`src/rtl/i2s_adc_rx.sv`:
```
// i2s_adc_rx: WM8731 ADC I2S receiver, MSB-first stereo words plus 12-bit offset-binary display sample.
// Define I2S_RX_MONO_AVG_EN to derive wave_data from the left/right average instead of the left word.
module i2s_adc_rx #(
    parameter int DATA_W = 16,
    parameter int WAVE_W = 12
) (
    input  logic              clk_in,
    input  logic              reset,
    input  logic              bclk,
    input  logic              lrck,
    input  logic              adcdat,
    output logic [DATA_W-1:0] left_sample,
    output logic [DATA_W-1:0] right_sample,
    output logic [WAVE_W-1:0] wave_data,
    output logic              sample_valid,
    output logic              frame_err
);
    localparam int CW = $clog2(DATA_W);
    localparam logic [CW-1:0] LAST = CW'(DATA_W - 1);

    typedef enum logic [1:0] {WAIT_SYNC, SKIP, SHIFT, HOLD} state_t;

    state_t            state_q;
    logic [2:0]        bclk_q;
    logic [1:0]        lrck_q, dat_q;
    logic              lrck_last_q, ch_q, left_good_q, valid_q, err_q;
    logic [CW-1:0]     cnt_q;
    logic [DATA_W-1:0] shreg_q, left_hold_q, left_q, right_q;
    logic [WAVE_W-1:0] wave_q;
    logic [DATA_W-1:0] shreg_d, src_d;
    logic [WAVE_W-1:0] wave_d;
    logic              rise, lr_edge, in_word;

    // bclk_q = {prev, sync2, sync1}; lrck/adcdat are delayed identically so they align with the edge
    assign rise    = bclk_q[1] & ~bclk_q[2];
    assign lr_edge = rise && (lrck_q[1] != lrck_last_q);
    assign in_word = (state_q == SKIP) || (state_q == SHIFT);
    assign shreg_d = {shreg_q[DATA_W-2:0], dat_q[1]};

`ifdef I2S_RX_MONO_AVG_EN
    logic [DATA_W:0] sum_d;
    assign sum_d = {left_hold_q[DATA_W-1], left_hold_q} + {shreg_d[DATA_W-1], shreg_d};
    assign src_d = sum_d[DATA_W:1];
`else
    assign src_d = left_hold_q;
`endif
    assign wave_d = {~src_d[DATA_W-1], src_d[DATA_W-2 -: WAVE_W-1]};

    always_ff @(posedge clk_in or posedge reset) begin
        if (reset) begin
            state_q     <= WAIT_SYNC;
            bclk_q      <= '0;
            lrck_q      <= '0;
            dat_q       <= '0;
            lrck_last_q <= 1'b0;
            ch_q        <= 1'b0;
            left_good_q <= 1'b0;
            valid_q     <= 1'b0;
            err_q       <= 1'b0;
            cnt_q       <= '0;
            shreg_q     <= '0;
            left_hold_q <= '0;
            left_q      <= '0;
            right_q     <= '0;
            wave_q      <= {1'b1, {(WAVE_W-1){1'b0}}};
        end else begin
            bclk_q  <= {bclk_q[1:0], bclk};
            lrck_q  <= {lrck_q[0], lrck};
            dat_q   <= {dat_q[0], adcdat};
            valid_q <= 1'b0;
            err_q   <= 1'b0;
            if (rise) begin
                lrck_last_q <= lrck_q[1];
                if (lr_edge) begin
                    // a new left slot or a truncated word invalidates any pending left word
                    err_q   <= in_word;
                    ch_q    <= lrck_q[1];
                    state_q <= SKIP;
                    if (in_word || !lrck_q[1]) left_good_q <= 1'b0;
                end else begin
                    case (state_q)
                        SKIP: begin
                            cnt_q   <= '0;
                            state_q <= SHIFT;
                        end
                        SHIFT: begin
                            shreg_q <= shreg_d;
                            cnt_q   <= cnt_q + 1'b1;
                            if (cnt_q == LAST) begin
                                state_q <= HOLD;
                                if (!ch_q) begin
                                    left_hold_q <= shreg_d;
                                    left_good_q <= 1'b1;
                                end else if (left_good_q) begin
                                    left_q      <= left_hold_q;
                                    right_q     <= shreg_d;
                                    wave_q      <= wave_d;
                                    valid_q     <= 1'b1;
                                    left_good_q <= 1'b0;
                                end
                            end
                        end
                        default: ;
                    endcase
                end
            end
        end
    end

    assign left_sample  = left_q;
    assign right_sample = right_q;
    assign wave_data    = wave_q;
    assign sample_valid = valid_q;
    assign frame_err    = err_q;
endmodule

```
`config.mk`:
```
export PLATFORM = sky130hd
export DESIGN_NAME = i2s_adc_rx
export DESIGN_NICKNAME = d
export VERILOG_FILES = /design/src/rtl/i2s_adc_rx.sv
export SDC_FILE = /design/constraint.sdc
export NUM_CORES = 1
export LEC_CHECK = 0
export ABC_AREA = 1
export CAP_MARGIN = 20
export CORE_ASPECT_RATIO = 2
export CORE_MARGIN = 10
export CORE_UTILIZATION = 55
export DETAILED_ROUTE_END_ITERATION = 10
export PLACE_DENSITY = 0.82
export REMOVE_ABC_BUFFERS = 1
export SYNTH_ARGS = -nofsm -noshare
export SYNTH_HDL_FRONTEND = slang
export SYNTH_SLANG_ARGS = --single-unit
```
`constraint.sdc`:
```
create_clock -name clk_in -period 6.88 [get_ports clk_in]
set_input_delay 1.376 -clock clk_in [delete_from_list [all_inputs] [get_ports clk_in]]
set_output_delay 1.376 -clock clk_in [all_outputs]
set_load 0.1 [all_outputs]
```
==> reports/results.ini, run 1 <==
[run_status]
status = completed

[timing]
finalHoldViolations = 0
fin_skew_ps = 5.12
timing.slew.headroom_pct = 32.8
finalCritPeriodShare_pct = 48.8
tns_ps = 0
rsz0062_at_grt = no
tightest_slew_ps = 1010
min_period_ps = 3360
slew_viol_final = 0
setup_viol = 0
max_freq_mhz = 298

[clock_tree]
post-cts-setup-buffer-count = 0
clock-sinks = 82
cts_resized = 0
root_buffer = clkbuf_16
htreeDepth = 3
path_clk_slew_ps = 60
cts_buffers = 9
cts-hold-fix-buffers = 0
cts.path.max_buffers = 2
tritoncts = yes
clk_latency_ps = 330

[final_layout]
layout_common_cells = 142 x nand2_1, 81 x dfrtp_1, 50 x nand4_1, 50 x clkdlybuf4s50_1
synthToLayoutAreaGrowth_pct = 20.8
n_fill_cell = 475
multiInputGateArea_mm2 = 0.00111
post-route-util_pct = 69.0
final-seq-area_mm2 = 0.00205
n_antenna_cell = 0
fin_nets = 413
drive_gt1_share_pct = 5.85
final_common_cell = nand2_1

[synth]
synth_seq_cells = 82
ys_seq_area_share_pct = 59.3
syn-cell-area_mm2 = 0.00346
synth_cell_types = 22
syn_inst = 374
ys_warn_count = 0
syn_avg_cell_area_um2 = 9.25

[grt]
overflow = 0
grt_pass1_vias = 2562
use_met2_pct = 25.2
grt_max_degree = 83
grt_pass1_wl_um = 12200
grt-busiest-layer = met2
met1_usage_pct = 15.6
grtUsageTotal_pct = 15.0
grtUsageMet3_pct = 5.40
antenna_found_initial = 0

[worst_setup_path]
critPathKind = reg -> out
start_kind = register
worstPathRequired_ps = 5500
crit_arrival_ps = 1980
crit_fanout = 2
endpoint_kind = primary output
slowest_delay_ps = 1120
path_cells = clkdlybuf4s50_1
slowest_stage = clkdlybuf4s50_1
crit_family = buffers and inverters
crit_buf_inv = 1

[detailed_routing]
vias_per_cell = 5.20
drc = 0
wl_um = 7110
detail_route.wl_per_cell_um = 14.4
ant_nets = 0
vias = 2569
drtPass1Iterations = 4
drt_iter0_drc = 174

[placed_design]
numPortBuffers = 50
hpwlAfterDp_um = 4550
gp_congestion = 0.808

[floorplanning]
io-pin-count = 51
design.core.area_mm2 = 0.00606
dieArea_mm2 = 0.0101
rows = 40
start_util_pct = 57.1
die-height_um = 132
die_width_um = 76.1

[power_and_ir_drop]
p_leak_nw = 2.09
power_density_mw_per_mm2 = 267
vdd_drop_max_mv = 0.224

[run]
cap_violations = 0

[min_path]
hp-class = reg -> reg

## power breakdown
group | switching, W | total [W] | internal, W
combinational | 0.0000783 | 0.000108 | 0.0000293
sequential | 0.0000225 | 0.000530 | 0.000508
clock | 0.000176 | 0.000476 | 0.000300
total | 0.000276 | 0.00111 | 0.000838
## cell type report
type                            count  share of cell area [%]
Multi-Input combinational cell    234                    26.5
Tap cell                           84                    2.51
Clock buffer                       14                    6.32
Clock inverter                      2                   0.838
Timing Repair Buffer               52                    12.3
Sequential cell                    82                    49.1
Inverter                           26                    2.37
## state kept, by name, summed over array words and instances, names as in the netlist, 2 cells and up
signal,count
dat_q,2
shreg_q,15
right_sample,16
cnt_q,4
left_sample,16
state_q,2
lrck_q,2
bclk_q,3
left_hold_q,16
## cell families after synthesis
logic type / Yosys count / synth area share (%)
adder cells (fa/ha/maj): 3 / 1.09
AO/OA/AOI/OAI: 22 / 3.18
XOR/XNOR: 1 / 0.253
flip-flops: 82 / 59.3
AND/OR/NAND/NOR: 208 / 27.5
buffers and inverters: 58 / 8.64
## layer usage
layer,vias up,part of all wire (%)
met2,65,55
met1,1230,39
li1,1268,-
met5,-,0
met4,0,1.6
met3,6,5.3
## worst paths after layout
| check | start | to | slack, ps | depth (start not counted) |
|---|---|---|---|---|
| hold / removal | dat_q[0] | dat_q[1] | 350 | 0 |
| max in group asynchronous | reset | left_sample[11] | 4550 | 3 |
| setup / recovery | wave_data[11] | wave_data[11] | 3520 | 1 |
| setup reg to reg | state_q[0] | left_sample[9] | 4200 | 8 |
| hold reg to reg | dat_q[0] | dat_q[1] | 350 | 0 |
| min in group asynchronous | reset | sample_valid | 1670 | 3 |
## synth_stat cells (all sizes together)
| cell type | n | share of area [%] |
|---|---|---|
| clkinv | 2 | 0.22 |
| a21oi | 1 | 0.14 |
| clkbuf | 8 | 0.87 |
| nor2 | 5 | 0.76 |
| nand4 | 50 | 9.0 |
| nand2 | 143 | 16 |
| xnor2 | 1 | 0.25 |
| inv | 24 | 2.6 |
| o21ai | 21 | 3.0 |
| dfstp | 1 | 0.76 |
| buf | 24 | 5.0 |
| ha | 3 | 1.1 |
| dfrtp | 81 | 59 |
| nand3 | 10 | 2.1 |
## per-stage QoR
stage                     instance area, µm²  total power (W)  std cells  hold slack [ps]  worst slack (ps)
after floorplan                         3260         0.000612        342              331              3400
after global placement                  3880         0.000639        478              335              3870
after detailed placement                3880         0.000645        478              339              3870
after CTS                               4180          0.00113        494              352              3500
after global routing                    4180          0.00116        494              354              3490
final                                   4180          0.00111        494              351              3520
Power figures use the tool's default switching activity.
==> run 2: changes to the inputs <==
--- a/config.mk
+++ b/config.mk
@@ -9,9 +9,9 @@
 export CAP_MARGIN = 20
 export CORE_ASPECT_RATIO = 2
 export CORE_MARGIN = 10
-export CORE_UTILIZATION = 55
+export CORE_UTILIZATION = 48
 export DETAILED_ROUTE_END_ITERATION = 10
-export PLACE_DENSITY = 0.82
+export PLACE_DENSITY = 0.76
 export REMOVE_ABC_BUFFERS = 1
 export SYNTH_ARGS = -nofsm -noshare
 export SYNTH_HDL_FRONTEND = slang
==> constraint.sdc (replaced) <==
create_clock -name clk_in -period 2.9 [get_ports clk_in]
set_input_delay 0.58 -clock clk_in [delete_from_list [all_inputs] [get_ports clk_in]]
set_output_delay 0.58 -clock clk_in [all_outputs]
set_load 0.1 [all_outputs]
==> reports/results.ini, run 2 (synthesis results as in run 1) <==
[grt]
grt_max_degree = 52  ; was 83
antenna_found_initial = 0  ; unchanged
grt_pass1_wl_um = 12700  ; was 12,200 µm
met1_usage_pct = 15.9  ; was 15.6%
grtUsageTotal_pct = 14.3  ; was 15.0%
grt-busiest-layer = met2  ; unchanged
use_met2_pct = 23.3  ; was 25.2%
grtUsageMet3_pct = 4.68  ; was 5.40%
overflow = 0  ; unchanged
grt_pass1_vias = 2651  ; was 2,562

[final_layout]
post-route-util_pct = 59.1  ; was 69.0%
layout_common_cells = 142 x nand2_1, 81 x dfrtp_1, 51 x buf_4  ; was 142 x nand2_1, 81 x dfrtp_1, 50 x nand4_1, 50 x clkdlybuf4s50_1
n_antenna_cell = 0  ; unchanged
drive_gt1_share_pct = 18.1  ; was 5.85%
synthToLayoutAreaGrowth_pct = 19.5  ; was 20.8%
fin_nets = 417  ; was 413
final_common_cell = nand2_1  ; unchanged
fin_cells = 504  ; was 494

[power_and_ir_drop]
vdd_drop_max_mv = 0.528  ; was 0.224 mV
power_density_mw_per_mm2 = 657  ; was 267 mW/mm²
p_leak_nw = 2.22  ; was 2.09 nW
power.total_w = 0.00271  ; was 0.00111 W

[min_path]
hp-class = reg -> reg  ; unchanged

[clock_tree]
cts-hold-fix-buffers = 0  ; unchanged
path_clk_slew_ps = 60  ; about the same
cts_resized = 0  ; unchanged
cts.path.max_buffers = 2  ; unchanged
htreeDepth = 3  ; unchanged
tritoncts = yes  ; unchanged
clock-sinks = 82  ; unchanged
clk_latency_ps = 340  ; was 330 ps
post-cts-setup-buffer-count = 0  ; unchanged
cts_buffers = 9  ; unchanged
root_buffer = clkbuf_16  ; unchanged

[worst_setup_path]
critPathKind = reg -> reg  ; was reg -> out
crit_top_cell = buf_4
path_cells = inv_1 > ha_1 > nand3_2 > nor2_4 > buf_4 > buf_4 > nand4_1 > nand2_1  ; was clkdlybuf4s50_1
worstPathRequired_ps = 3180  ; was 5500 ps
endpoint_kind = register  ; was primary output
r2r_slack_ps = 820  ; was 4200 ps
slowest_delay_ps = 400  ; was 1120 ps
crit_arrival_ps = 2350  ; was 1980 ps
start_kind = register  ; unchanged
crit_fanout = 34  ; was 2
slowest_stage = dfrtp_1  ; was clkdlybuf4s50_1

[floorplanning]
die_width_um = 80.0  ; was 76.1 µm
die-height_um = 140  ; was 132 µm
design.core.area_mm2 = 0.00699  ; was 0.00606 mm²
dieArea_mm2 = 0.0112  ; was 0.0101 mm²
io-pin-count = 51  ; unchanged
rows = 43  ; was 40
start_util_pct = 49.5  ; was 57.1%

[timing]
slew_viol_final = 0  ; unchanged
finalHoldViolations = 0  ; unchanged
setup_viol = 0  ; unchanged
min_period_ps = 2080
timing.slew.headroom_pct = 51.8  ; was 32.8%
rsz0062_at_grt = no  ; unchanged
max_freq_mhz = 481
fin_skew_ps = 7.16  ; was 5.12 ps
tightest_slew_ps = 722  ; was 1010 ps
tns_ps = 0  ; unchanged
finalCritPeriodShare_pct = 71.7

[placed_design]
numPortBuffers = 50  ; unchanged
hpwlAfterDp_um = 5020  ; was 4550 µm
gp_congestion = 0.848  ; was 0.808
dpl.cell_count = 488  ; was 478

[detailed_routing]
wl_um = 7570  ; was 7110 µm
ant_nets = 0  ; unchanged
detail_route.wl_per_cell_um = 15.0  ; was 14.4 µm
drt_iter0_drc = 216  ; was 174
drc = 0  ; unchanged
drtPass1Iterations = 5  ; was 4
vias = 2689  ; was 2,569
vias_per_cell = 5.34  ; was 5.20

[run]
cap_violations = 0  ; unchanged

[run_status]
status = completed  ; unchanged

-- run 2: worst paths after layout --
check | startpoint | endpoint | cells after the start
min | bclk_q[0] | bclk_q[1] | 0
max reg2reg | state_q[0] | left_sample[7] | 8
min reg2reg | bclk_q[0] | bclk_q[1] | 0
max | state_q[0] | left_sample[7] | 8
min in group asynchronous | reset | right_sample[1] | 2
max in group asynchronous | reset | lrck_last_q | 3
-- run 2: cell type report --
type	instances	area [µm²]
fill	634	2860
sequential	82	2050
multi-input combinational	234	1110
timing repair buffer	56	443
clock buffer	15	288
tap	90	113
inverter	26	98.8
clock inverter	1	30.0
-- run 2: report_power, final --
| group | switching [W] | leakage [nW] | internal [W] | total [W] |
|---|---|---|---|---|
| registers | 0.0000554 | 1.11 | 0.00120 | 0.00126 |
| clock network | 0.000418 | 0.156 | 0.000761 | 0.00118 |
| logic | 0.000199 | 0.954 | 0.0000750 | 0.000274 |
-- run 2: metal layers --
| metal | share of wire (%) | vias up |
|---|---|---|
| li1 | - | 1292 |
| met3 | 5.1 | 10 |
| met5 | 0 | - |
| met4 | 2.1 | 0 |
| met2 | 53 | 63 |
| met1 | 39 | 1324 |
-- run 2: worst max-delay path: cells and delay by family (launching register included) --
family	cells	cell delay, ps
flops	1	400
fa+ha+maj	1	300
simple gates	4	530
buf+inv	3	770
-- run 2: metrics by stage --
| step | hold slack (ps) | setup WS, ps | cell area, µm² |
|---|---|---|---|
| 2_1_floorplan | 331 | 213 | 3260 |
| 3_3_place_gp | 333 | 970 | 3810 |
| 3_5_place_dp | 335 | 863 | 3810 |
| 4_1_cts | 346 | 830 | 4130 |
| 5_1_grt | 350 | 617 | 4130 |
| 6_report | 345 | 821 | 4130 |
